**config.mk**
```make
export PLATFORM = sky130hd
export DESIGN_NAME = restoring_unsigned_divider_cla_flat
export DESIGN_NICKNAME = d
export VERILOG_FILES = /design/src/rtl/restoring_unsigned_divider_cla_pkg.sv /design/src/rtl/restoring_unsigned_divider_cla_if.sv /design/src/rtl/restoring_unsigned_divider_cla_cla_subtractor.sv /design/src/rtl/restoring_unsigned_divider_cla.sv /design/src/flat_wrapper.sv
export SDC_FILE = /design/constraint.sdc
export NUM_CORES = 1
export LEC_CHECK = 0
export CAP_MARGIN = 10
export CORE_ASPECT_RATIO = 1.25
export CORE_MARGIN = 4
export CORE_UTILIZATION = 51
export CTS_BUF_LIST = sky130_fd_sc_hd__clkbuf_16
export DETAILED_ROUTE_END_ITERATION = 10
export GPL_TIMING_DRIVEN = 0
export PLACE_DENSITY = 0.88
export SYNTH_ARGS = -nofsm -noshare
export SYNTH_HDL_FRONTEND = slang
export SYNTH_SLANG_ARGS = --single-unit
```
**constraint.sdc**
```tcl
create_clock -name clk -period 2.4 [get_ports clk]
set_input_delay 0.72 -clock clk [delete_from_list [all_inputs] [get_ports clk]]
set_output_delay 0.72 -clock clk [all_outputs]
set_load 0.01 [all_outputs]
```
**src/rtl/restoring_unsigned_divider_cla_pkg.sv**
```systemverilog
// Shared definitions for the restoring unsigned divider: FSM state encoding
// and the quotient reported when the divisor is zero.
package restoring_unsigned_divider_cla_pkg;

   typedef enum logic [1:0] {
      IDLE = 2'd0,
      RUN  = 2'd1,
      DONE = 2'd2
   } div_state_e;

   // Wide enough for any practical quotient; the top slices off 2N bits.
   localparam int unsigned MAX_QUOTIENT_W = 64;
   localparam logic [MAX_QUOTIENT_W-1:0] DIV_BY_ZERO_QUOTIENT = '1;

endpackage

```
**src/rtl/restoring_unsigned_divider_cla_if.sv**
```systemverilog
// Request/result bundle of the restoring divider; master issues operands,
// slave (the divider) returns status and registered results.
interface restoring_unsigned_divider_cla_if #(
   parameter int unsigned N = 4
);
   logic           start;
   logic [2*N-1:0] dividend;
   logic [N-1:0]   divisor;
   logic           busy;
   logic           done;
   logic [2*N-1:0] quotient;
   logic [N-1:0]   remainder;
   logic           div_by_zero;

   modport master (
      output start, dividend, divisor,
      input  busy, done, quotient, remainder, div_by_zero
   );

   modport slave (
      input  start, dividend, divisor,
      output busy, done, quotient, remainder, div_by_zero
   );
endinterface

```
**src/rtl/restoring_unsigned_divider_cla_cla_subtractor.sv**
```systemverilog
// Combinational a - b as a + ~b + 1 with flattened generate/propagate
// lookahead carries; borrow_out_o is the inverted carry out.
module cla_subtractor #(
   parameter int unsigned W = 5
) (
   input  logic [W-1:0] a_i,
   input  logic [W-1:0] b_i,
   output logic [W-1:0] diff_o,
   output logic         borrow_out_o
);

   logic [W-1:0] b_n;
   logic [W-1:0] g;
   logic [W-1:0] p;
   logic [W:0]   c;
   logic         term;

   assign b_n = ~b_i;
   assign g   = a_i & b_n;
   assign p   = a_i ^ b_n;

   // c[i+1] = g[i] | p[i]g[i-1] | ... | p[i]..p[0]c0, with c0 = 1 for the +1
   always_comb begin
      c    = '0;
      term = 1'b0;
      c[0] = 1'b1;
      for (int unsigned i = 0; i < W; i++) begin
         c[i+1] = g[i];
         for (int unsigned j = 0; j < i; j++) begin
            term = g[j];
            for (int unsigned k = j + 1; k <= i; k++) begin
               term = term & p[k];
            end
            c[i+1] = c[i+1] | term;
         end
         term = 1'b1;
         for (int unsigned k = 0; k <= i; k++) begin
            term = term & p[k];
         end
         c[i+1] = c[i+1] | term;
      end
   end

   assign diff_o       = p ^ c[W-1:0];
   assign borrow_out_o = ~c[W];

endmodule

```
**src/rtl/restoring_unsigned_divider_cla.sv**
```systemverilog
// Sequential restoring divider: 2N-bit dividend by N-bit divisor, one
// quotient bit per clock, trial subtraction through a CLA subtractor.
module restoring_unsigned_divider_cla
   import restoring_unsigned_divider_cla_pkg::*;
#(
   parameter int unsigned N = 4
) (
   input  logic                              clk,
   input  logic                              rst,
   restoring_unsigned_divider_cla_if.slave   bus
);

   localparam int unsigned QW = 2 * N;
   localparam int unsigned CW = $clog2(QW);

   div_state_e    state_q;
   logic [N:0]    r_q;
   logic [QW-1:0] q_q;
   logic [N-1:0]  divisor_q;
   logic [CW-1:0] cnt_q;
   logic          busy_q;
   logic          done_q;
   logic [QW-1:0] quotient_q;
   logic [N-1:0]  remainder_q;
   logic          dbz_q;

   logic [N:0]    t_d;
   logic [N:0]    diff_d;
   logic          borrow_d;
   logic [N:0]    r_d;
   logic [QW-1:0] q_d;

   // R stays below the divisor after every step, so its MSB never feeds T.
   logic          unused_r_msb;
   assign unused_r_msb = r_q[N];

   assign t_d = {r_q[N-1:0], q_q[QW-1]};

   cla_subtractor #(
      .W (N + 1)
   ) u_sub (
      .a_i          (t_d),
      .b_i          ({1'b0, divisor_q}),
      .diff_o       (diff_d),
      .borrow_out_o (borrow_d)
   );

   always_comb begin
      r_d = borrow_d ? t_d : diff_d;
      q_d = {q_q[QW-2:0], ~borrow_d};
   end

   always_ff @(posedge clk) begin
      if (rst) begin
         state_q     <= IDLE;
         r_q         <= '0;
         q_q         <= '0;
         divisor_q   <= '0;
         cnt_q       <= '0;
         busy_q      <= 1'b0;
         done_q      <= 1'b0;
         quotient_q  <= '0;
         remainder_q <= '0;
         dbz_q       <= 1'b0;
      end else begin
         done_q <= 1'b0;
         unique case (state_q)
            IDLE: begin
               if (bus.start) begin
                  divisor_q <= bus.divisor;
                  busy_q    <= 1'b1;
                  if (bus.divisor == '0) begin
                     state_q     <= DONE;
                     done_q      <= 1'b1;
                     dbz_q       <= 1'b1;
                     quotient_q  <= DIV_BY_ZERO_QUOTIENT[QW-1:0];
                     remainder_q <= '0;
                  end else begin
                     state_q <= RUN;
                     r_q     <= '0;
                     q_q     <= bus.dividend;
                     cnt_q   <= CW'(QW - 1);
                  end
               end
            end
            RUN: begin
               r_q   <= r_d;
               q_q   <= q_d;
               cnt_q <= cnt_q - CW'(1);
               // div_by_zero is cleared on DONE entry so results only move at completion
               if (cnt_q == '0) begin
                  state_q     <= DONE;
                  done_q      <= 1'b1;
                  quotient_q  <= q_d;
                  remainder_q <= r_d[N-1:0];
                  dbz_q       <= 1'b0;
               end
            end
            DONE: begin
               state_q <= IDLE;
               busy_q  <= 1'b0;
            end
            default: begin
               state_q <= IDLE;
               busy_q  <= 1'b0;
            end
         endcase
      end
   end

   assign bus.busy        = busy_q;
   assign bus.done        = done_q;
   assign bus.quotient    = quotient_q;
   assign bus.remainder   = remainder_q;
   assign bus.div_by_zero = dbz_q;

endmodule

```
**src/flat_wrapper.sv**
```systemverilog
// flat-port wrapper written by rule: the top's interface ports become plain ports
module restoring_unsigned_divider_cla_flat import restoring_unsigned_divider_cla_pkg::*;
#(
   parameter int unsigned N = 4
)
  (clk, rst, bus_start, bus_dividend, bus_divisor, bus_busy, bus_done, bus_quotient, bus_remainder, bus_div_by_zero);
  restoring_unsigned_divider_cla_if #(.N(N)) bus_i ();
  input  logic clk;
  input  logic rst;
  input wire logic [$bits(bus_i.start)-1:0] bus_start;
  input wire logic [$bits(bus_i.dividend)-1:0] bus_dividend;
  input wire logic [$bits(bus_i.divisor)-1:0] bus_divisor;
  output wire logic [$bits(bus_i.busy)-1:0] bus_busy;
  output wire logic [$bits(bus_i.done)-1:0] bus_done;
  output wire logic [$bits(bus_i.quotient)-1:0] bus_quotient;
  output wire logic [$bits(bus_i.remainder)-1:0] bus_remainder;
  output wire logic [$bits(bus_i.div_by_zero)-1:0] bus_div_by_zero;
  assign bus_i.start = bus_start;
  assign bus_i.dividend = bus_dividend;
  assign bus_i.divisor = bus_divisor;
  assign bus_busy = bus_i.busy;
  assign bus_done = bus_i.done;
  assign bus_quotient = bus_i.quotient;
  assign bus_remainder = bus_i.remainder;
  assign bus_div_by_zero = bus_i.div_by_zero;
  restoring_unsigned_divider_cla #(.N(N)) u_core (.clk(clk), .rst(rst), .bus(bus_i));
endmodule
```
==> qor.csv <==
metric,value,unit
Peak Freq,437.8,MHz
status,"finished, final reports clean",
# fillers,273,
drt pass-1 iters,4,
synth cell count leaders,"dfxtp_1 (36), nor2_1 (35), nand2_1 (19)",
Yosys reg bits,36,
first-pass GRT wire length,6.396,mm
pwr/cell area,771.6,nW/um^2
"CTS clk-pin slew, worst paths",60,ps
min Tclk post-route,2284,ps
placer congestion estimate,0.8798,
# placed instances,262,
worst path arrival time,2420,ps
final hold vios,0,
mean number of vias per cell,5.430,
synthesized instance count,196,
"EDFF count, synth",0,
Min-Delay Path Class,flop to flop,
initial antenna violation count,0,
"antenna viol nets, final",0,
Max Cap Viol,0,
Area contributors post-synth,"dfxtp_1 (42%), nor2_1 (7.7%), a311oi_2 (7.1%), ha_1 (5.2%), nor3_1 (5.0%)",
Final setup viols,0,
Post-Route WL,3.825,mm
maximum vdd drop,0.0006384,V
die outline height,72.49,um
Vias,1466,
top-area cell type share of the netlist area,42.48,%
"Seq/Total Area, Yosys",42.48,%
leakage,0.8222,nW
Worst-Margin Slew,637.9,ps
cell taking the most area after synthesis,dfxtp_1,
root buffer cell,clkbuf_16,
gr usage total,19.81,%
critical setup path kind,input pin to flop,
"worst slack, placed",-136.5,ps
die area,4319,sq um
layout cells sized above 1,12.45,%
"FFs w/ async S/R, synth",0,%
final core occ,68.23,%
crit path launch type,input pin,
DR iter-0 viols,44,
endpoint kind of the worst setup timing path,flop,
Final Max Slew Viols,0,
vias in the first global route,1389,
fin worst setup slack,115.9,ps
clock net sink count,36,
Tot Pwr,1.682,mW
Placed Area,2033,sq um
Post-Syn Area,1697,sq um
num ports,30,
WL/cell,14.17,um
total grt overflow,0,
Cell Rows,23,
Syn Nets,218,
nets@finish,254,
max-slew headroom at the worst pin,57.47,%
Initial Utilization,53.11,%
largest net degree at the start of global routing,12,
Post-Route Skew,3.764,ps
insertion delay to the later sink of the worst-skew pair,280,ps
Max clock buf depth,2,
core area,3194,sq um
n_diodes,0,
RSZ-0062 raised after global routing,no,
most common cell in the netlist,dfxtp_1,
final period utilization,95.17,%
"Setup Fix Bufs, Post-CTS",0,
hold slack,481.0,ps
DRC viols,0,
Final HPWL DP,2.745,mm
Num CTS Buffers,5,
post-route design area,2180,sq um
Synth cell types,38,
Final Instance Count excl. Fillers,270,
layout overhead on the synthesized area,28.47,%
Die W,59.59,um
# H-tree levels,2,
CTS tree,done,
"Top FF cell, synth",dfxtp_1,
PortBufs,29,
cts hold-fix bufs,0,
Setup TNS,0,ps
CP Max Fanout,10,
"Avg Cell Area, Syn",8.656,sq um
CP required,2540,ps
Ys Warns,0,
## flip-flops by register name, indices dropped and copies added (netlist names)
register                flops
u_core.q_q                  8
u_core.r_q                  4
u_core.divisor_q            4
u_core.bus.remainder        4
u_core.bus.busy             1
u_core.bus.div_by_zero      1
u_core.bus.done             1
u_core.state_q              2
u_core.bus.quotient         8
u_core.cnt_q                3
## cell families (layout without fill, tap and decap cells)
| group | count (synthesis) | in the layout | share of synthesized area, % |
|---|---|---|---|
| AND/OR/NAND/NOR | 89 | 89 | 24.71 |
| AO/OA/AOI/OAI | 42 | 42 | 20.50 |
| flip-flops | 36 | 36 | 42.48 |
| buffers and inverters | 20 | 57 | 6.047 |
| adder cells (fa/ha/maj) | 7 | 7 | 5.162 |
| XOR/XNOR | 1 | 1 | 0.5163 |
| multiplexers | 1 | 1 | 0.5900 |
## worst max-delay path, stage by stage
cell             delay [ps]
clkdlybuf4s50_1         460
or4_4                   570
a21oi_2                 220
nor2_2                   70
buf_6                   150
nor2_1                  160
a311oi_2                 70
## layout make-up
cell class / count / area, sq um / share of cell area (%)
Multi-Input combinational cell: 140 / 879.6 / 40.36
Sequential cell: 36 / 720.7 / 33.07
Timing Repair Buffer: 29 / 290.3 / 13.32
Clock buffer: 5 / 125.1 / 5.741
Buffer: 12 / 72.57 / 3.330
Tap cell: 37 / 46.29 / 2.124
Inverter: 8 / 30.03 / 1.378
Clock inverter: 3 / 15.01 / 0.6889
## layer usage
metal	global-route usage (%)	wire, um	up-vias	part of all wire [%]
met4	8.867	65	0	1.7
met3	5.694	172	7	4.5
met1	23.21	1658	667	43
met5	0	0	-	0
met2	32.93	1929	28	50
li1	-	-	764	-
## final timing paths
kind / startpoint / to / slack (ps) / cells after the start
min: u_core.bus.remainder[1] / u_core.bus.remainder[1] / 480 / 2
max reg2reg: u_core.divisor_q[1] / u_core.bus.remainder[0] / 500 / 7
max: bus_divisor[3] / u_core.q_q[4] / 120 / 7
min reg2reg: u_core.bus.remainder[1] / u_core.bus.remainder[1] / 480 / 2
## repair_timing
item                       CTS  global route
resized for setup            0             1
hold endpoints to repair     0             0
setup endpoints to repair    0             4
## where the power goes
part,internal (mW),total (mW),switching [mW]
Clock,0.377,0.618,0.241
Sequential,0.652,0.685,0.0334
Combinational,0.172,0.379,0.207
## cell usage in the layout, fill, tap and decap left out, drive strengths merged, types with 9 or more instances in the layout
cell type / Yosys / routed
a311oi: 9 / 9
dfxtp: 36 / 36
clkdlybuf4s50: 0 / 29
inv: 8 / 9
a21oi: 13 / 13
nand2: 19 / 19
nor2: 38 / 38
nor3: 17 / 17
clkbuf: 5 / 10
No activity file was read; power rests on OpenSTA's default activity.
